## src/rtl/cnn_mem_pkg.sv

```systemverilog
// cnn_mem_pkg
//   Shared definitions for the layer-memory arbiter: requester IDs, memory
//   select encodings, parameter defaults, arbiter FSM state type and small
//   helpers for requester-index arithmetic.
package cnn_mem_pkg;

  // Requester IDs (bit position in req/lock/wr/gnt/rvalid)
  localparam logic [1:0] REQ_CONV    = 2'd0;
  localparam logic [1:0] REQ_POOL    = 2'd1;
  localparam logic [1:0] REQ_FLATTEN = 2'd2;
  localparam int         NUM_REQ     = 3;

  // Memory select encodings; 0, 6 and 7 are illegal
  typedef enum logic [2:0] {
    SEL_NONE = 3'd0,
    L0_K0    = 3'd1,
    L0_K1    = 3'd2,
    L1_K0    = 3'd3,
    L1_K1    = 3'd4,
    L2       = 3'd5
  } csel_t;

  localparam int DEF_ADDR_W    = 12;
  localparam int DEF_DATA_W    = 20;
  localparam int DEF_MAX_BURST = 64;

  typedef enum logic {
    ARB = 1'b0,
    OWN = 1'b1
  } arb_state_t;

  // Next requester index in round-robin order (2 wraps to 0)
  function automatic logic [1:0] next_id(input logic [1:0] id);
    return (id >= 2'd2) ? 2'd0 : id + 2'd1;
  endfunction

  // One-hot grant to requester index
  function automatic logic [1:0] onehot_to_id(input logic [2:0] oh);
    if (oh[2])      return 2'd2;
    else if (oh[1]) return 2'd1;
    else            return 2'd0;
  endfunction

  function automatic logic sel_legal(input logic [2:0] s);
    return (s >= L0_K0) && (s <= L2);
  endfunction

endpackage

```

## src/rtl/layer_mem_arbiter_rr_picker.sv

```systemverilog
// rr_picker
//   Combinational round-robin pick among three requesters.
//   Ports:
//     req [2:0] - request vector
//     ptr [1:0] - index that gets first priority (3 is treated as 0)
//     gnt [2:0] - one-hot winner, all zero when no request
module rr_picker
  import cnn_mem_pkg::*;
(
  input  logic [2:0] req,
  input  logic [1:0] ptr,
  output logic [2:0] gnt
);

  logic [1:0] base;
  logic [1:0] idx [NUM_REQ];
  logic [2:0] hit;

  assign base = (ptr > 2'd2) ? 2'd0 : ptr;

  // idx[gi] is the requester examined at priority position gi
  generate
    for (genvar gi = 0; gi < NUM_REQ; gi++) begin : g_pos
      if (gi == 0) begin : g_first
        assign idx[gi] = base;
      end else begin : g_rest
        assign idx[gi] = next_id(idx[gi-1]);
      end
      assign hit[gi] = req[idx[gi]];
    end
  endgenerate

  always_comb begin
    gnt = '0;
    if (hit[0])      gnt[idx[0]] = 1'b1;
    else if (hit[1]) gnt[idx[1]] = 1'b1;
    else if (hit[2]) gnt[idx[2]] = 1'b1;
  end

endmodule

```

## src/rtl/layer_mem_arbiter.sv

```systemverilog
// layer_mem_arbiter
//   Arbitrates three CNN layer engines (conv, pool, flatten) onto a single
//   layer-memory command port. A grant is taken in ARB and held in OWN; each
//   OWN cycle with the owner's req high issues one command, registered onto
//   the memory port the following cycle. Reads return rdata/rvalid one cycle
//   after the crd strobe.
//   Ports:
//     clk, reset            - clock, asynchronous active-low reset
//     req/lock/wr [2:0]     - per-requester request, burst lock, write(1)/read(0)
//     sel0..2, addr0..2,
//     wdata0..2             - per-requester command fields
//     gnt [2:0]             - registered one-hot grant
//     rvalid [2:0], rdata   - read return strobe per requester, shared data
//     cwr, crd, csel,
//     caddr_wr, caddr_rd,
//     cdata_wr              - memory command port
//     cdata_rd              - memory read data, valid while crd is high
//     err                   - sticky illegal-select flag
module layer_mem_arbiter
  import cnn_mem_pkg::*;
#(
  parameter int ADDR_W    = DEF_ADDR_W,
  parameter int DATA_W    = DEF_DATA_W,
  parameter int MAX_BURST = DEF_MAX_BURST
) (
  input  logic              clk,
  input  logic              reset,
  input  logic [2:0]        req,
  input  logic [2:0]        lock,
  input  logic [2:0]        wr,
  input  logic [2:0]        sel0,
  input  logic [2:0]        sel1,
  input  logic [2:0]        sel2,
  input  logic [ADDR_W-1:0] addr0,
  input  logic [ADDR_W-1:0] addr1,
  input  logic [ADDR_W-1:0] addr2,
  input  logic [DATA_W-1:0] wdata0,
  input  logic [DATA_W-1:0] wdata1,
  input  logic [DATA_W-1:0] wdata2,
  output logic [2:0]        gnt,
  output logic [2:0]        rvalid,
  output logic [DATA_W-1:0] rdata,
  output logic              cwr,
  output logic              crd,
  output logic [2:0]        csel,
  output logic [ADDR_W-1:0] caddr_wr,
  output logic [ADDR_W-1:0] caddr_rd,
  output logic [DATA_W-1:0] cdata_wr,
  input  logic [DATA_W-1:0] cdata_rd,
  output logic              err
);

  localparam int CNT_W = $clog2(MAX_BURST + 1);
  localparam logic [CNT_W-1:0] CNT_LAST = CNT_W'(MAX_BURST - 1);

  // FSM / arbitration state
  arb_state_t        state_reg, state_next;
  logic [1:0]        owner_reg, owner_next;
  logic [1:0]        rr_ptr_reg, rr_ptr_next;
  logic [2:0]        gnt_reg, gnt_next;
  logic [CNT_W-1:0]  burst_cnt_reg, burst_cnt_next;

  // Memory port / return path registers
  logic              cwr_reg, crd_reg;
  logic [2:0]        csel_reg;
  logic [ADDR_W-1:0] caddr_wr_reg, caddr_rd_reg;
  logic [DATA_W-1:0] cdata_wr_reg;
  logic [1:0]        rd_owner_reg;
  logic [DATA_W-1:0] rdata_reg;
  logic [2:0]        rvalid_reg;
  logic              err_reg;

  // Per-requester command fields gathered for indexing by owner
  logic [2:0]        sel_arr   [NUM_REQ];
  logic [ADDR_W-1:0] addr_arr  [NUM_REQ];
  logic [DATA_W-1:0] wdata_arr [NUM_REQ];

  assign sel_arr[0]   = sel0;
  assign sel_arr[1]   = sel1;
  assign sel_arr[2]   = sel2;
  assign addr_arr[0]  = addr0;
  assign addr_arr[1]  = addr1;
  assign addr_arr[2]  = addr2;
  assign wdata_arr[0] = wdata0;
  assign wdata_arr[1] = wdata1;
  assign wdata_arr[2] = wdata2;

  logic [2:0]        pick;
  logic [2:0]        cmd_sel;
  logic [ADDR_W-1:0] cmd_addr;
  logic [DATA_W-1:0] cmd_wdata;
  logic              cmd_wr;
  logic              cmd_cycle;
  logic              cmd_legal;
  logic              others_pending;
  logic              burst_last;
  logic              release_grant;

  rr_picker u_rr_picker (
    .req (req),
    .ptr (rr_ptr_reg),
    .gnt (pick)
  );

  assign cmd_sel   = sel_arr[owner_reg];
  assign cmd_addr  = addr_arr[owner_reg];
  assign cmd_wdata = wdata_arr[owner_reg];
  assign cmd_wr    = wr[owner_reg];

  assign cmd_cycle      = (state_reg == OWN) && req[owner_reg];
  assign cmd_legal      = cmd_cycle && sel_legal(cmd_sel);
  // gnt_reg is one-hot to the owner while in OWN, so masking it leaves the rivals
  assign others_pending = |(req & ~gnt_reg);
  assign burst_last     = (burst_cnt_reg >= CNT_LAST);

  // Owner dropping req always releases; otherwise give way to a waiting
  // rival after an unlocked command or after the last command of a burst.
  assign release_grant = (state_reg == OWN) &&
                         (!req[owner_reg] ||
                          (others_pending && (!lock[owner_reg] || burst_last)));

  always_comb begin
    state_next     = state_reg;
    owner_next     = owner_reg;
    rr_ptr_next    = rr_ptr_reg;
    gnt_next       = gnt_reg;
    burst_cnt_next = burst_cnt_reg;
    case (state_reg)
      ARB: begin
        gnt_next = '0;
        if (|req) begin
          state_next     = OWN;
          gnt_next       = pick;
          owner_next     = onehot_to_id(pick);
          burst_cnt_next = '0;
        end
      end
      OWN: begin
        if (release_grant) begin
          state_next  = ARB;
          gnt_next    = '0;
          rr_ptr_next = next_id(owner_reg);
        end else if (cmd_cycle && !burst_last) begin
          // Saturates at the last slot so a late rival still forces release
          burst_cnt_next = burst_cnt_reg + CNT_W'(1);
        end
      end
      default: begin
        state_next = ARB;
        gnt_next   = '0;
      end
    endcase
  end

  always_ff @(posedge clk or negedge reset) begin
    if (!reset) begin
      state_reg     <= ARB;
      owner_reg     <= 2'd0;
      rr_ptr_reg    <= 2'd0;
      gnt_reg       <= '0;
      burst_cnt_reg <= '0;
    end else begin
      state_reg     <= state_next;
      owner_reg     <= owner_next;
      rr_ptr_reg    <= rr_ptr_next;
      gnt_reg       <= gnt_next;
      burst_cnt_reg <= burst_cnt_next;
    end
  end

  // Memory command register stage and read return
  always_ff @(posedge clk or negedge reset) begin
    if (!reset) begin
      cwr_reg      <= 1'b0;
      crd_reg      <= 1'b0;
      csel_reg     <= '0;
      caddr_wr_reg <= '0;
      caddr_rd_reg <= '0;
      cdata_wr_reg <= '0;
      rd_owner_reg <= 2'd0;
      rdata_reg    <= '0;
      rvalid_reg   <= '0;
      err_reg      <= 1'b0;
    end else begin
      cwr_reg <= cmd_legal && cmd_wr;
      crd_reg <= cmd_legal && !cmd_wr;
      if (cmd_legal) begin
        csel_reg <= cmd_sel;
        if (cmd_wr) begin
          caddr_wr_reg <= cmd_addr;
          cdata_wr_reg <= cmd_wdata;
        end else begin
          caddr_rd_reg <= cmd_addr;
          rd_owner_reg <= owner_reg;
        end
      end
      if (cmd_cycle && !cmd_legal) begin
        err_reg <= 1'b1;
      end
      rvalid_reg <= '0;
      if (crd_reg) begin
        rdata_reg  <= cdata_rd;
        rvalid_reg <= 3'b001 << rd_owner_reg;
      end
    end
  end

  assign gnt      = gnt_reg;
  assign rvalid   = rvalid_reg;
  assign rdata    = rdata_reg;
  assign cwr      = cwr_reg;
  assign crd      = crd_reg;
  assign csel     = csel_reg;
  assign caddr_wr = caddr_wr_reg;
  assign caddr_rd = caddr_rd_reg;
  assign cdata_wr = cdata_wr_reg;
  assign err      = err_reg;

endmodule
```

## config.mk

```make
export PLATFORM = sky130hd
export DESIGN_NAME = layer_mem_arbiter
export DESIGN_NICKNAME = d
export VERILOG_FILES = /design/src/rtl/cnn_mem_pkg.sv /design/src/rtl/layer_mem_arbiter_rr_picker.sv /design/src/rtl/layer_mem_arbiter.sv
export SDC_FILE = /design/constraint.sdc
export NUM_CORES = 1
export LEC_CHECK = 0
export ABC_AREA = 1
export CORE_MARGIN = 3
export CORE_UTILIZATION = 30
export DETAILED_ROUTE_END_ITERATION = 8
export GPL_ROUTABILITY_DRIVEN = 0
export PLACE_DENSITY_LB_ADDON = 0.12
export SLEW_MARGIN = 20
export SYNTH_ARGS = -nofsm -noshare
export SYNTH_HDL_FRONTEND = slang
export SYNTH_SLANG_ARGS = --single-unit
```

## constraint.sdc

```tcl
create_clock -name clk -period 3.5 [get_ports clk]
set_input_delay 0.525 -clock clk [delete_from_list [all_inputs] [get_ports clk]]
set_output_delay 0.525 -clock clk [all_outputs]
set_load 0.02 [all_outputs]
```

==> metrics.yaml <==
run_status:
  status: "complete, no violations"
grt:
  grt_max_degree: 65
  grt_pass1_vias: 4722
  grt_use_total: 0.176
  overflow: 0
  antenna_found_initial: 0
  grt_pass1_wl_um: 23600
placement:
  preCtsSetupSlack_ns: 0.763
  placedInstanceArea_um2: 6870
  io_buffers: 211
  placedCellCount: 990
  dp_hpwl_um: 11100
power_and_ir_drop:
  power_mw: 6.19
  p_int_mw: 3.43
  power.share.clock: 0.171
  comb_power_share: 0.548
  power.density_nw_per_um2: 860
  ir_drop_v: 0.000362
  p_leak_nw: 3.44
  p_seq_frac: 0.281
  swShare: 0.446
  p_sw_mw: 2.76
clock_tree:
  clk_path_buf_depth: 2
  clockRootBuffer: "clkbuf_16"
  cts_buffers: 9
  cts.htree.levels: 3
  cts.sinks: 90
  cts_resized: 0
  clock_latency_ns: 0.34
  cts_tree: "done"
  cts_setup_buffers: 0
  clk_pin_slew_ns: 0.06
  cts_hold_buf: 0
sta:
  clock.fmax_mhz: 372
  setup_tns_ns: 0
  hold_slack_ns: 0.274
  final.setup_skew_ns: 0.00645
  layout_setup_ws_ns: 0.811
  period_share: 0.768
  setup_viol: 0
  relSlewSlack: 0.454
  min_period_ns: 2.69
  rsz0062_at_grt: "no"
  finalHoldViolCount: 0
  drv_slew: 0
  worst_pin_slew_ns: 0.819
die:
  die_w_um: 130
  pin_count: 212
  initial_core_util: 0.312
  core_um2: 14800
  rows: 44
  dieArea_um2: 16900
  die_h_um: 130
layout:
  finish.cell_count_without_fillers: 1005
  synthToLayoutAreaGrowth_pct: 55.5
  nets: 958
  antenna_cells: 0
  mostFrequentLayoutCell: "nand2_1"
  final_cell_area_um2: 7190
  drive_gt1_frac: 0.0438
  fin_util: 0.486
  nFillCells: 1449
  final_cell_mix: "nand2_1 (314), clkdlybuf4s50_1 (210), dfrtp_1 (90), nand3_1 (51), nand4_1 (46)"
worst_setup_path:
  cp-start-kind: "register"
  cp.required_ns: 3.73
  cp_max_fo: 49
  criticalPathCategory: "reg2reg"
  crit_arrival_ns: 2.92
  endpoint_kind: "register"
synthesis:
  synth_nets: 762
  syn-cell-area_um2: 4630
  synth.yosys.warnings: 0
  synth-seq-area-share: 0.487
  synthDistinctLibCells: 30
  syn_area_per_cell_um2: 7.45
  synthCells: 621
  ys_ff_latch: 90
drt:
  drt_first_iter_violations: 304
  ant_nets: 0
  wl_um: 14900
  drc: 0
  wl_per_cell_um: 14.9
  dr.pass1.iters: 5
  dr_total_vias: 4880
  via_per_inst: 4.86
flow_run:
  max_cap_viol_count: 0
hold_path:
  hold_class: "in2async"
worst paths after layout:
kind                                                 to                     start  slack (ns)  cells past startpoint
min in group clk                  rdata[10]$_DFFE_PN0P_     rdata[10]$_DFFE_PN0P_        0.47                      2
worst max-delay path            caddr_rd[6]$_DFFE_PN0P_  owner_reg[1]$_DFFE_PN0P_        0.81                     10
worst min register to register    rdata[10]$_DFFE_PN0P_     rdata[10]$_DFFE_PN0P_        0.47                      2
worst max register to register  caddr_rd[6]$_DFFE_PN0P_  owner_reg[1]$_DFFE_PN0P_        0.81                     10
worst min-delay path            cdata_wr[0]$_DFFE_PN0P_                     reset        0.27                      1
max in group asynchronous       caddr_rd[1]$_DFFE_PN0P_                     reset        2.49                      2
synthesized netlist by cell type, drive strengths merged:
cell type,instances,area [um2]
nand4,46,288
and3,1,6.26
ha,5,62.6
a21oi,6,30.0
o211ai,3,22.5
o21bai,1,7.51
nor3,3,15.0
nor2,14,65.1
a21boi,2,26.3
clkbuf,12,45.0
buf,24,134
dfrtp,90,2250
a31oi,1,6.26
nor3b,1,7.51
o22ai,1,6.26
nand2,314,1180
xor2,1,8.76
nand3,53,275
inv,24,90.1
o21ai,19,98.9
worst max-delay path: stages, from the launching register on:
cell and delay (ns):
dfrtp_1 0.53, inv_2 0.10, nor2_4 0.39, nand2_1 0.11, nand3_1 0.14, nor2_1 0.08, a21boi_4 0.15, buf_4 0.45
nand3_2 0.37, nand2_1 0.16, nand2_1 0.06
cell families after synthesis:
family	Yosys count	synth area share
fa+ha+maj	5	0.0135
simple gates	432	0.397
compound gates	33	0.0427
xor+xnor	1	0.00189
flops	90	0.487
buf+inv	60	0.0582
layer usage:
metal	vias to the layer above	wire length, um	track usage
li1	2412	-	-
met1	2256	6410	0.230
met2	191	6820	0.276
met3	21	1440	0.0536
met4	0	255	0.0593
met5	-	0	0
cell type report:
class / instances / area, um2 / area share
sequential: 90 / 2250 / 0.313
inverter: 24 / 90.1 / 0.0125
clock buffer: 11 / 253 / 0.0351
clock inverter: 4 / 75.1 / 0.0104
tap: 184 / 230 / 0.0320
multi-input combinational: 471 / 2110 / 0.293
timing repair buffer: 221 / 2180 / 0.304
power groups by stage:
stage	sequential, mW	combinational (mW)	clock, mW
2_1_floorplan	2.14	1.64	0
3_3_place_gp	1.74	3.39	0
3_5_place_dp	1.75	3.43	0
4_1_cts	1.74	3.43	1.09
5_1_grt	1.80	3.76	1.14
6_report	1.74	3.39	1.06
Power figures use the tool's default switching activity.
